<file path="config.mk">
export PLATFORM = sky130hd
export DESIGN_NAME = cache_ctrl
export DESIGN_NICKNAME = d
export VERILOG_FILES = /design/src/rtl/cache_pkg.sv /design/src/rtl/cache_tag_array.sv /design/src/rtl/cache_ctrl.sv
export SDC_FILE = /design/constraint.sdc
export NUM_CORES = 2
export LEC_CHECK = 0
export ABC_AREA = 1
export ABC_CLOCK_PERIOD_IN_PS = 6000
export CORE_MARGIN = 1.5
export CORE_UTILIZATION = 30
export DETAILED_ROUTE_END_ITERATION = 16
export PLACE_DENSITY_LB_ADDON = 0.05
export SYNTH_ARGS = -nofsm -noshare
export SYNTH_HDL_FRONTEND = slang
export SYNTH_HIERARCHICAL = 1
export SYNTH_SLANG_ARGS = --single-unit
</file>
<file path="constraint.sdc">
create_clock -name clk -period 6 [get_ports clk]
set_clock_uncertainty 0.05 [all_clocks]
set_input_delay 1.2 -clock clk [delete_from_list [all_inputs] [get_ports clk]]
set_output_delay 1.2 -clock clk [all_outputs]
set_load 0.02 [all_outputs]
</file>
<file path="src/rtl/cache_pkg.sv">
// cache_pkg: geometry constants, address field helpers and controller state type
// for the 4 KiB direct-mapped read-only cache.
package cache_pkg;
    localparam int SETS       = 64;
    localparam int LINE_BYTES = 64;
    localparam int LINE_WORDS = LINE_BYTES / 8;
    localparam int INDEX_W    = $clog2(SETS);
    localparam int OFFSET_W   = $clog2(LINE_BYTES);
    localparam int TAG_W      = 64 - INDEX_W - OFFSET_W;

    typedef enum logic [2:0] {IDLE, LOOKUP, MISS_REQ, REFILL, RESP, FLUSH} state_t;

    function automatic logic [TAG_W-1:0] addr_tag(input logic [63:0] a);
        return a[63 -: TAG_W];
    endfunction

    function automatic logic [INDEX_W-1:0] addr_index(input logic [63:0] a);
        return a[OFFSET_W +: INDEX_W];
    endfunction

    function automatic logic [OFFSET_W-1:0] addr_offset(input logic [63:0] a);
        return {a[OFFSET_W-1:3], 3'b000};
    endfunction

    function automatic logic [31:0] sat_inc(input logic [31:0] x);
        return &x ? x : x + 32'd1;
    endfunction
endpackage

</file>
<file path="src/rtl/cache_tag_array.sv">
// cache_tag_array: per-line valid bits and tags with a one-cycle clear-all,
// a combinational hit compare and a single write port sharing the index.
module cache_tag_array
    import cache_pkg::*;
(
    input  logic               clk,
    input  logic               rst,
    input  logic               clr,
    input  logic [INDEX_W-1:0] index,
    input  logic [TAG_W-1:0]   tag,
    output logic               hit,
    input  logic               we,
    input  logic               wr_valid
);
    logic [SETS-1:0]  valid;
    logic [TAG_W-1:0] tags [SETS];

    assign hit = valid[index] && tags[index] == tag;

    always_ff @(posedge clk) begin
        if (rst || clr)
            valid <= '0;
        else if (we)
            valid[index] <= wr_valid;
    end

    always_ff @(posedge clk) begin
        if (we)
            tags[index] <= tag;
    end
endmodule

</file>
<file path="src/rtl/cache_ctrl.sv">
// cache_ctrl: lookup / refill sequencer for a direct-mapped read-only cache,
// driving the external data RAM and returning one doubleword per load.
module cache_ctrl
    import cache_pkg::*;
(
    input  logic                clk,
    input  logic                rst,
    input  logic                req_valid,
    output logic                req_ready,
    input  logic [63:0]         req_addr,
    output logic                resp_valid,
    output logic [63:0]         resp_data,
    input  logic                flush,
    output logic                flush_done,
    output logic                mem_req_valid,
    input  logic                mem_req_ready,
    output logic [63:0]         mem_req_addr,
    input  logic                mem_rvalid,
    input  logic [63:0]         mem_rdata,
    output logic                ram_wen,
    output logic [INDEX_W-1:0]  ram_index,
    output logic [OFFSET_W-1:0] ram_offset,
    output logic [63:0]         ram_wdata,
    input  logic [63:0]         ram_rdata,
    output logic [31:0]         hit_cnt,
    output logic [31:0]         miss_cnt
);
    state_t      state;
    logic [63:0] addr_q;
    logic [2:0]  beat;
    logic        hit;
    logic        last_beat;

    assign last_beat = state == REFILL && mem_rvalid && beat == 3'(LINE_WORDS - 1);

    // A miss invalidates the line up front; the final beat revalidates it with the new tag.
    cache_tag_array u_tags (
        .clk      (clk),
        .rst      (rst),
        .clr      (state == FLUSH),
        .index    (addr_index(addr_q)),
        .tag      (addr_tag(addr_q)),
        .hit      (hit),
        .we       ((state == LOOKUP && !hit) || last_beat),
        .wr_valid (state == REFILL)
    );

    always_comb begin
        req_ready     = state == IDLE && !flush && !rst;
        resp_valid    = state == RESP;
        flush_done    = state == FLUSH;
        mem_req_valid = state == MISS_REQ;
        mem_req_addr  = {addr_q[63:OFFSET_W], {OFFSET_W{1'b0}}};
        ram_wen       = state == REFILL && mem_rvalid;
        ram_wdata     = mem_rdata;
        ram_index     = state == IDLE ? addr_index(req_addr) : addr_index(addr_q);
        ram_offset    = state == IDLE   ? addr_offset(req_addr) :
                        state == REFILL ? {beat, 3'b000} : addr_offset(addr_q);
    end

    always_ff @(posedge clk) begin
        if (rst) begin
            state     <= IDLE;
            addr_q    <= '0;
            beat      <= '0;
            resp_data <= '0;
            hit_cnt   <= '0;
            miss_cnt  <= '0;
        end else begin
            case (state)
                IDLE: begin
                    if (flush)
                        state <= FLUSH;
                    else if (req_valid) begin
                        addr_q <= {req_addr[63:3], 3'b000};
                        state  <= LOOKUP;
                    end
                end
                LOOKUP: begin
                    if (hit) begin
                        resp_data <= ram_rdata;
                        hit_cnt   <= sat_inc(hit_cnt);
                        state     <= RESP;
                    end else begin
                        miss_cnt <= sat_inc(miss_cnt);
                        state    <= MISS_REQ;
                    end
                end
                MISS_REQ: begin
                    if (mem_req_ready) begin
                        beat  <= '0;
                        state <= REFILL;
                    end
                end
                REFILL: begin
                    if (mem_rvalid) begin
                        if (beat == addr_q[5:3])
                            resp_data <= mem_rdata;
                        beat <= beat + 3'd1;
                        if (last_beat)
                            state <= RESP;
                    end
                end
                RESP:    state <= IDLE;
                FLUSH:   state <= IDLE;
                default: state <= IDLE;
            endcase
        end
    end
endmodule

</file>
==> metrics.cfg <==
[yosys]
synth_top_area_cell=edfxtp_1
synth_common_cells=edfxtp_1, nand2_1, nor2_1
synthXorXnorAreaFrac_pct=0.181
yosysMostFrequentCell=edfxtp_1
seq_area_frac_synth_pct=70.1
yosys.area.top_type_share_pct=66.7
netlist_instances=13600
synth.cell_area_um2=150000
synth_area_leaders=edfxtp_1, nand2_1, nor2_1
synth_seq_cells=3587
synth-edff-count=3328
synthMuxAreaShare_pct=0
synth_ff_type=edfxtp_1
synth_compound_area_share_pct=7.16
avgSynthCellArea_um2=11.0
synth.distinct_cells=37
yosys.area_share.simple_pct=16.0
synth_top_family_by_area=simple AND/OR/NAND/NOR gates
synth_warnings=6
synth_fa_ha_area_share_pct=0.0334
async_reset_ff_share_pct=0

[drt]
drtAntennaViolNets=0
drc=0
drt_wl_total_um=631000
met3_length_um=31000
met1_length_um=289000
vias=106000
top_layer=met5
vias_per_cell=4.89
dr.pass1.iters=6
drt-initial-drc-count=9937
wl_per_cell_um=29.1
wl_met2_um=298000

[clock_tree]
max-clock-path-buffers=4
cts_made_buffers=422
clkTransAtPathRegs_ps=60
ctsHoldBuffers=0
root_buffer=clkbuf_16
clkLatencyLatePin_ps=1030
htree_levels=5
cts_sinks=3587
cts_tree=done

[pwr]
seqPwrFrac_pct=42.0
power_switching_mw=22.2
powerDensity_nw_per_um2=380
power_frac_comb_pct=22.4
max-vdd-ir-drop_mv=0.278
swShare_pct=31.5
leakage_nw=69.6
clkPwrFrac_pct=35.7
p_int_mw=48.3

[worst_setup_path]
crit_type=register to register
crit_path_frequent_cell=nand2_1
required_ps=6610
path_buf_inv=13
slowest_delay_ps=460
cp_top_family=simple AND/OR/NAND/NOR gates
cp_max_fo=15
arrival_ps=6470
worst_path_max_delay_cell=nor2_4
cp-start-kind=register
endpoint_kind=register

[floorplanning]
die_x_um=710
core-area_um2=497000
dieHeight_um=710
pin_count=471
rows=259
start_util_pct=30.1
die_area_um2=504000

[timing]
tns_ps=0
final.min_clock_period_ps=5870
drv_slew=0
worst_pin_slew_ps=1170
finalSetupViolations=0
max_clock_freq_mhz=170
finalHoldViolations=0
slew_headroom_pct=21.6
post-route-period-util_pct=97.8
whs_ps=427

[finish]
final_nets=14900
layout-drive-gt1-share_pct=13.2
final_util_pct=37.3
area_growth_pct=23.7

[placed_design]
portBuffers=458
dp_hpwl_um=402000
place_congestion=0.829

[status]
status=completed

[global_routing]
grt_pass1_wl_um=857000
globalRouteOverflowTotal=0
grt_usage_pct=24.4
antenna_found_initial=44
grt_pass1_vias=101000
grt_max_degree=83

[run]
drv_cap=0

[hold_path]
min_path_type=register to register

[cell type report]
cell class / instances / area, um2
diodes: 12 / 30.0
clock buffers: 578 / 11600
clock inverters: 201 / 1730
fillers: 48500 / 312000
inverters: 1391 / 5250
multi-input cells: 7803 / 35700
flip-flops and latches: 3587 / 105000
well taps: 6655 / 8330
repair buffers: 1478 / 17600
[state kept, by name, indices dropped and copies added, names as in the netlist]
register / cells
state: 3
u_tags/valid: 64
miss_cnt: 32
u_tags/tags: 3328
hit_cnt: 32
addr_q: 61
beat: 3
resp_data: 64
[kinds of logic (layout without fill, tap and decap cells)]
kind of cell / Yosys count / after routing
AND/OR/NAND/NOR: 5883 / 5883
flip-flops: 3587 / 3587
buffers and inverters: 2246 / 3648
AO/OA/AOI/OAI: 1876 / 1876
XOR/XNOR: 31 / 31
adder cells (fa/ha/maj): 4 / 4
other: 1 / 21
[final timing paths]
path / cells after the start / endpoint / start / slack, ps
setup / recovery: 34 / u_tags/tags[14][44] / addr_q[8] / 130
hold / removal: 2 / u_tags/valid[23] / u_tags/valid[23] / 430
setup reg to reg: 34 / u_tags/tags[14][44] / addr_q[8] / 130
hold reg to reg: 2 / u_tags/valid[23] / u_tags/valid[23] / 430
[stage by stage]
step	power (mW)	instance area, um2	instances	setup slack, ps
after CTS	71.4	185000	21700	44.8
after global placement	46.0	171000	20800	-945
after global routing	73.4	185000	21700	-13.5
after detailed placement	46.0	171000	20800	-924
final	70.5	185000	21700	134
after floorplan	37.8	150000	13600	43.3
[power by group through the flow]
stage	logic, mW	registers [mW]	clock network (mW)
after global placement	15.9	30.1	0
final	15.8	29.6	25.2
after global routing	17.1	29.7	26.7
after floorplan	7.02	30.8	0
after detailed placement	15.8	30.1	0
after CTS	16.0	29.6	25.7
[layout by cell type (no fill, tap or decap), types with 370 or more instances in the layout]
cell / n
buf_12: 426
buf_4: 587
clkbuf_16: 431
clkdlybuf4s50_1: 457
edfxtp_1: 3328
inv_1: 1374
nand2_1: 2877
nand3_1: 561
nor2_1: 1887
o211ai_1: 529
o21ai_0: 803
o21ai_1: 370
[what timing repair did]
item                        CTS  global route
setup endpoints to repair  3508          1350
pin swaps                    36             4
gates resized for setup      18             8
buffers inserted             95             9
[worst reg2reg max path, delay by kind of cell, from the launching register on]
family | cells | cell delay, ps
AND/OR/NAND/NOR | 19 | 2670
buffers and inverters | 13 | 2260
flip-flops | 1 | 370
AO/OA/AOI/OAI | 2 | 150
[layer usage]
metal / vias to the layer above / track usage, %
met5: - / 0
met4: 4 / 4.86
met3: 616 / 2.87
met2: 3051 / 40.5
met1: 54400 / 34.4
li1: 48100 / -
Power figures use the tool's default switching activity.
